### config.mk
export PLATFORM = sky130hd
export DESIGN_NAME = ipu_window_sequencer
export DESIGN_NICKNAME = d
export VERILOG_FILES = /design/src/rtl/ipu_window_sequencer.sv
export SDC_FILE = /design/constraint.sdc
export NUM_CORES = 1
export LEC_CHECK = 0
export ABC_AREA = 1
export BUFFER_PORTS_ARGS = -buffer_cell sky130_fd_sc_hd__buf_4
export CAP_MARGIN = 20
export CORE_AREA = 2 2 308 310
export DETAILED_ROUTE_END_ITERATION = 6
export DIE_AREA = 0 0 310 312
export GPL_ROUTABILITY_DRIVEN = 1
export GPL_TIMING_DRIVEN = 0
export SETUP_SLACK_MARGIN = 0.3
export SLEW_MARGIN = 20
export SYNTH_ARGS = -nofsm -noshare
export SYNTH_HDL_FRONTEND = slang
export SYNTH_SLANG_ARGS = --single-unit
### constraint.sdc
create_clock -name clk -period 6.1 [get_ports clk]
set_clock_uncertainty 0.2 [all_clocks]
set_input_delay 0.305 -clock clk [delete_from_list [all_inputs] [get_ports clk]]
set_output_delay 0.305 -clock clk [all_outputs]
set_load 0.02 [all_outputs]
### src/rtl/ipu_window_sequencer.sv
// ipu_window_sequencer: raster-walks a source image, builds padded 5x5
// windows, drives the convolution coprocessor and stores saturated results.
module ipu_window_sequencer #(
  parameter int IMG_W  = 160,
  parameter int IMG_H  = 120,
  parameter int ADDR_W = 15
) (
  input  logic              clk,
  input  logic              reset,
  input  logic              start,
  input  logic [31:0]       op_instruction,
  input  logic [199:0]      kernel,
  input  logic [ADDR_W-1:0] src_base,
  input  logic [ADDR_W-1:0] dst_base,
  output logic              busy,
  output logic              done,
  output logic              error,
  output logic [ADDR_W-1:0] src_addr,
  output logic              src_re,
  input  logic [7:0]        src_rdata,
  output logic [ADDR_W-1:0] dst_addr,
  output logic [7:0]        dst_wdata,
  output logic              dst_we,
  output logic              ipu_request,
  output logic [31:0]       coproc_instruction,
  output logic              coproc_activate,
  input  logic              coproc_wait,
  input  logic              done_conv,
  input  logic [31:0]       matrix_C,
  output logic [199:0]      external_matrix_A,
  output logic [199:0]      external_matrix_B
);

  typedef enum logic [2:0] {
    S_IDLE,
    S_LOAD_FULL,
    S_LOAD_COL,
    S_ISSUE,
    S_WAIT,
    S_WRITE,
    S_FINISH
  } state_t;

  state_t            state_q, state_d;
  logic [15:0]       x_q, x_d;
  logic [15:0]       y_q, y_d;
  logic [4:0]        cnt_q, cnt_d;
  logic [2:0]        r_q, r_d;
  logic [2:0]        c_q, c_d;
  logic              pend_q, pend_d;
  logic              prd_q, prd_d;
  logic [4:0]        pidx_q, pidx_d;
  logic [199:0]      win_q, win_d;
  logic [199:0]      kern_q, kern_d;
  logic [31:0]       op_q, op_d;
  logic [31:0]       res_q, res_d;
  logic [ADDR_W-1:0] sb_q, sb_d;
  logic [ADDR_W-1:0] db_q, db_d;
  logic              err_q, err_d;

  logic [2:0]         col;
  logic signed [31:0] px;
  logic signed [31:0] py;
  logic               inb;
  logic               legal;
  logic [4:0]         slot;
  logic [ADDR_W-1:0]  raddr;
  logic [ADDR_W-1:0]  waddr;
  logic [31:0]        mag;
  logic [7:0]         sat;

  // Column loads always fill the rightmost window column.
  assign col = (state_q == S_LOAD_COL) ? 3'd4 : c_q;

  assign px = $signed({16'd0, x_q})
            + $signed({29'd0, col}) - 32'sd2;
  assign py = $signed({16'd0, y_q})
            + $signed({29'd0, r_q}) - 32'sd2;

  assign inb = (px >= 0) && (px < IMG_W)
            && (py >= 0) && (py < IMG_H);

  assign slot = {2'b00, r_q} * 5'd5 + {2'b00, col};

  assign raddr = ADDR_W'(32'(sb_q)
               + 32'(py * IMG_W) + 32'(px));
  assign waddr = ADDR_W'(32'(db_q)
               + 32'(y_q) * 32'(IMG_W) + 32'(x_q));

  // Magnitude of the signed result; 0x80000000 stays huge and clamps.
  assign mag = res_q[31] ? (~res_q + 32'd1) : res_q;
  assign sat = (mag > 32'd255) ? 8'hFF : mag[7:0];

  assign legal = (op_instruction[3:0] == 4'b0101)
              || (op_instruction[3:0] == 4'b0110)
              || (op_instruction[3:0] == 4'b0111);

  assign busy              = (state_q != S_IDLE);
  assign ipu_request       = busy;
  assign error             = err_q;
  assign external_matrix_A = win_q;
  assign external_matrix_B = kern_q;

  // State and datapath registers.
  always_ff @(posedge clk) begin
    if (reset) begin
      state_q <= S_IDLE;
      x_q     <= '0;
      y_q     <= '0;
      cnt_q   <= '0;
      r_q     <= '0;
      c_q     <= '0;
      pend_q  <= 1'b0;
      prd_q   <= 1'b0;
      pidx_q  <= '0;
      win_q   <= '0;
      kern_q  <= '0;
      op_q    <= '0;
      res_q   <= '0;
      sb_q    <= '0;
      db_q    <= '0;
      err_q   <= 1'b0;
    end else begin
      state_q <= state_d;
      x_q     <= x_d;
      y_q     <= y_d;
      cnt_q   <= cnt_d;
      r_q     <= r_d;
      c_q     <= c_d;
      pend_q  <= pend_d;
      prd_q   <= prd_d;
      pidx_q  <= pidx_d;
      win_q   <= win_d;
      kern_q  <= kern_d;
      op_q    <= op_d;
      res_q   <= res_d;
      sb_q    <= sb_d;
      db_q    <= db_d;
      err_q   <= err_d;
    end
  end

  // Next-state, window assembly and port drive.
  always_comb begin
    state_d = state_q;
    x_d     = x_q;
    y_d     = y_q;
    cnt_d   = cnt_q;
    r_d     = r_q;
    c_d     = c_q;
    pend_d  = 1'b0;
    prd_d   = 1'b0;
    pidx_d  = pidx_q;
    win_d   = win_q;
    kern_d  = kern_q;
    op_d    = op_q;
    res_d   = res_q;
    sb_d    = sb_q;
    db_d    = db_q;
    err_d   = 1'b0;

    src_addr           = '0;
    src_re             = 1'b0;
    dst_addr           = '0;
    dst_wdata          = '0;
    dst_we             = 1'b0;
    coproc_instruction = '0;
    coproc_activate    = 1'b0;
    done               = 1'b0;

    // Slot issued last cycle lands now; padding slots land as zero.
    if (pend_q) begin
      win_d[8*pidx_q +: 8] = prd_q ? src_rdata : 8'd0;
    end

    unique case (state_q)
      S_IDLE: begin
        if (start) begin
          if (legal) begin
            op_d    = op_instruction;
            kern_d  = kernel;
            sb_d    = src_base;
            db_d    = dst_base;
            x_d     = '0;
            y_d     = '0;
            cnt_d   = '0;
            r_d     = '0;
            c_d     = '0;
            state_d = S_LOAD_FULL;
          end else begin
            err_d = 1'b1;
          end
        end
      end
      S_LOAD_FULL: begin
        if (cnt_q == 5'd25) begin
          cnt_d   = '0;
          r_d     = '0;
          c_d     = '0;
          state_d = S_ISSUE;
        end else begin
          pend_d   = 1'b1;
          prd_d    = inb;
          pidx_d   = slot;
          src_re   = inb;
          src_addr = inb ? raddr : '0;
          cnt_d    = cnt_q + 5'd1;
          if (c_q == 3'd4) begin
            c_d = '0;
            r_d = r_q + 3'd1;
          end else begin
            c_d = c_q + 3'd1;
          end
        end
      end
      S_LOAD_COL: begin
        if (cnt_q == 5'd5) begin
          cnt_d   = '0;
          r_d     = '0;
          state_d = S_ISSUE;
        end else begin
          pend_d   = 1'b1;
          prd_d    = inb;
          pidx_d   = slot;
          src_re   = inb;
          src_addr = inb ? raddr : '0;
          cnt_d    = cnt_q + 5'd1;
          r_d      = r_q + 3'd1;
        end
      end
      S_ISSUE: begin
        if (!coproc_wait) begin
          coproc_activate    = 1'b1;
          coproc_instruction = op_q;
          state_d            = S_WAIT;
        end
      end
      S_WAIT: begin
        if (done_conv) begin
          res_d   = matrix_C;
          state_d = S_WRITE;
        end
      end
      S_WRITE: begin
        dst_we    = 1'b1;
        dst_addr  = waddr;
        dst_wdata = sat;
        if (x_q < 16'(IMG_W - 1)) begin
          x_d = x_q + 16'd1;
          for (int r = 0; r < 5; r++) begin
            for (int c = 0; c < 4; c++) begin
              win_d[8*(5*r+c) +: 8] =
                win_q[8*(5*r+c+1) +: 8];
            end
          end
          state_d = S_LOAD_COL;
        end else if (y_q < 16'(IMG_H - 1)) begin
          x_d     = '0;
          y_d     = y_q + 16'd1;
          state_d = S_LOAD_FULL;
        end else begin
          state_d = S_FINISH;
        end
      end
      S_FINISH: begin
        done    = 1'b1;
        state_d = S_IDLE;
      end
      default: state_d = S_IDLE;
    endcase
  end

endmodule

==> flow_summary.toml <==
[detailed_routing]
routed_wl_um = 158000
via_count = 33932
postRouteAntennaNets = 0
viasPerCell = 5.06
count_of_tritonroute_iterations_in_the_first_routing_pass = 6
detailedRoute.firstIterationViolations = 2844
drcViolationCount = 0
routed_wire_length_per_instance_um = 23.5

[clocking]
clk_path_buf_depth = 3
htree_num_levels = 3
cts_tree = "built"
number_of_clock_sinks = 548
worst_setup_hold_path_clk_slew_ns = 0.06
cts.root.buffer_cell = "clkbuf_16"
worst_skew_pair.late_latency_ns = 0.63
cts-buffers-inserted = 70

[die]
die_width_um = 310
design.portCount = 784
starting_utilization_of_the_core_area = 0.316
die_h_um = 312
die_area_um2 = 96700
core.rowCount = 112
design.core.area_um2 = 93000

[sta]
timing_hold_violations_final = 0
final_clock_period_utilization_by_the_worst_path = 0.929
worst_slew_pin_slew_ns = 1.08
slew-limit-headroom = 0.278
rsz0062_at_grt = "yes"
final.min_clock_period_ns = 5.67
setup_tns_ns = 0
fmax_mhz = 176
final.hold.worst_slack_ns = 0.186
timing_max_transition_violations_final = 0
timing.final.setup_violations = 0

[pwr]
switching_share = 0.324
seq_power_share = 0.364
power.static_leakage_nw = 20.9
ir_worst_vdd_mv = 0.217
clock_power_share = 0.404
internal-power_w = 0.00700
power_per_cell_area_nw_per_um2 = 244
power_frac_comb = 0.232
total_switching_power_w = 0.00336

[logic_synthesis]
synth_seq_cells = 548
synth.area.top_cells = "dfxtp_1 (37%), nor2_1 (9.9%), nand2_1 (8.0%)"
synth_area_um2 = 29400
synth_top_flop_cell = "dfxtp_1"
synthArstFlopShare = 0
synthesis.area_per_instance_um2 = 6.94
ys_top_cells_by_count = "nor2_1 (779), nand2_1 (624), dfxtp_1 (548), inv_1 (513), o21ai_0 (433)"
yosysSeqAreaShare = 0.373
yosys_warnings = 0
net_count_after_synthesis = 4720
synth_cells = 4235
synth_top_cell_area_share = 0.373
synth_most_common_cell = "nor2_1"
synth.lib_cells_used.distinct = 51
synth_edf_count = 0
post-synth-top-area-cell = "dfxtp_1"

[setup_path]
regToRegStartpoint = "state_q[1]"
cp.depth = 25
setup.worst_path.end = "src_addr[13]"
timing.critical_path.slowest_cell_delay_ns = 0.53
critPathArrivalTime_ns = 5.16
timing.rr.end = "prd_q"
worst_path_most_repeated_cell = "ha_4"
reg2reg_setup_slack_ns = 2.00
critical_path.endpoint_type = "output pin"
crit_fanout = 3
required_ns = 5.59
worstPathBufferInverterCount = 7
worstSetupStartpointType = "register"
worst_path_max_delay_cell = "fa_1"
critical_path_class = "reg -> out"
critical_path.startpoint = "r_q[1]"
critical-path-top-delay-family = "adder cells"
worst-r2r-cell-count = 24

[global_route]
grt_total_ovfl = 0
grt_first_pass_wirelength_um = 223000
number_of_global_route_vias_before_repair = 32589
gr-usage-all-layers = 0.313
grt_max_degree = 12
initial_antenna_violation_count = 17

[placement]
dp_hpwl_um = 125000
gp_routability_congestion = 1.00
io_buffers = 783

[layout]
fillers = 9630
layout.area.seq_um2 = 11000
synthToLayoutAreaGrowth_pct = 44.6
multi_input_comb_area_um2 = 15900
final_layout_size_suffix_gt1_frac = 0.197
finalNetCount = 5882

[worst_hold_path]
worstHoldPathType = "in -> reg"

[run_status]
status = "finished, final reports clean"

[job]
cap_violations = 0
-- cell families after synthesis --
| kind of cell | count (synthesis) | synth area share |
|---|---|---|
| and+or+nand+nor | 1793 | 0.255 |
| AOI/OAI and AO/OA | 895 | 0.172 |
| buffers and inverters | 756 | 0.0979 |
| DFF | 548 | 0.373 |
| adders and majority gates | 178 | 0.0822 |
| xor gates and xnor gates | 65 | 0.0194 |
-- worst min-delay path by stage --
stage	slack (ns)	startpoint	depth (start not counted)	endpoint
after floorplan	0.22	op_q[3]	2	op_q[3]
after global placement	0.24	op_q[2]	2	op_q[2]
after detailed placement	0.25	op_q[2]	2	op_q[2]
after CTS	0.14	src_rdata[3]	5	external_matrix_A[35]
after global routing	0.21	src_rdata[3]	5	external_matrix_A[35]
final	0.19	src_rdata[3]	5	external_matrix_A[35]
-- metrics by stage --
| step | util | instances | area [um2] | worst slack [ns] | total power (W) |
|---|---|---|---|---|---|
| after global routing | 0.457 | 6706 | 42500 | 0.263 | 0.0107 |
| after CTS | 0.453 | 6690 | 42100 | 0.221 | 0.0102 |
| after floorplan | - | 4235 | 29400 | 1.13 | 0.00506 |
| after global placement | 0.396 | 6272 | 36800 | 0.595 | 0.00585 |
| after detailed placement | 0.396 | 6272 | 36800 | 0.581 | 0.00585 |
| final | 0.457 | 6712 | 42500 | 0.431 | 0.0104 |
-- registers in the layout, indices dropped and copies added, names as in the netlist, 3 cells and up --
name	count
y_q	16
external_matrix_B	200
cnt_q	5
res_q	32
op_q	32
db_q	15
sb_q	15
pidx_q	5
r_q	3
c_q	3
external_matrix_A	200
x_q	16
state_q	3
-- routing by layer --
metal	track usage	wire [um]	share of wire	vias up
met5	0	25	0.00016	-
met4	0.168	9700	0.062	4
met3	0.0870	14500	0.092	385
met2	0.491	69900	0.44	1519
met1	0.388	63500	0.40	15927
li1	-	-	-	16097
-- placed cells by master (no fill, tap or decap), types with 12 or more instances in the layout --
cell type and count:
a211oi_1 14, a21o_1 14, a21oi_1 203, a31oi_1 16, buf_2 25, buf_4 793, clkbuf_1 186, clkbuf_16 71
clkbuf_8 13, dfxtp_1 539, diode_2 13, dlygate4sd3_1 298, fa_1 21, ha_1 138, ha_4 13, inv_1 503
inv_2 39, nand2_1 615, nand2_2 15, nand3_1 225, nand4_1 50, nor2_1 777, nor2_2 12, nor3_1 41
o211ai_1 135, o21ai_0 432, o21ai_1 23, o21bai_1 27, xnor2_1 18, xor2_1 45
-- power groups by stage --
stage                     clock network, W  registers (W)  logic [W]
after floorplan                          0        0.00391    0.00115
after global placement                   0        0.00384    0.00201
after detailed placement                 0        0.00384    0.00200
after CTS                          0.00424        0.00377    0.00221
after global routing               0.00436        0.00378    0.00261
final                              0.00419        0.00377    0.00240
-- worst reg2reg max path: cells and delay by family (launching register included) --
family | cells | cell delay [ns]
flops | 1 | 0.38
fa+ha+maj | 3 | 0.77
buf+inv | 6 | 0.42
simple gates | 15 | 2.24
-- cell type report --
cell class | instances | area share
plain buffers | 212 | 0.0197
well taps | 1254 | 0.0369
clock inverters | 24 | 0.00583
clock buffers | 96 | 0.0471
diodes | 13 | 0.000765
multi-input cells | 2931 | 0.373
repair buffers | 1090 | 0.210
inverters | 544 | 0.0481
flip-flops and latches | 548 | 0.259
-- repair_timing --
item / 4_1_cts / 5_1_grt
gates resized for setup: 14 / 66
endpoints found under the setup margin: 5 / 6
pin swaps: 0 / 24
buffers inserted: 0 / 9
hold endpoints to repair: 295 / 0
hold buffers: 298 / 0
Power figures use the tool's default switching activity.
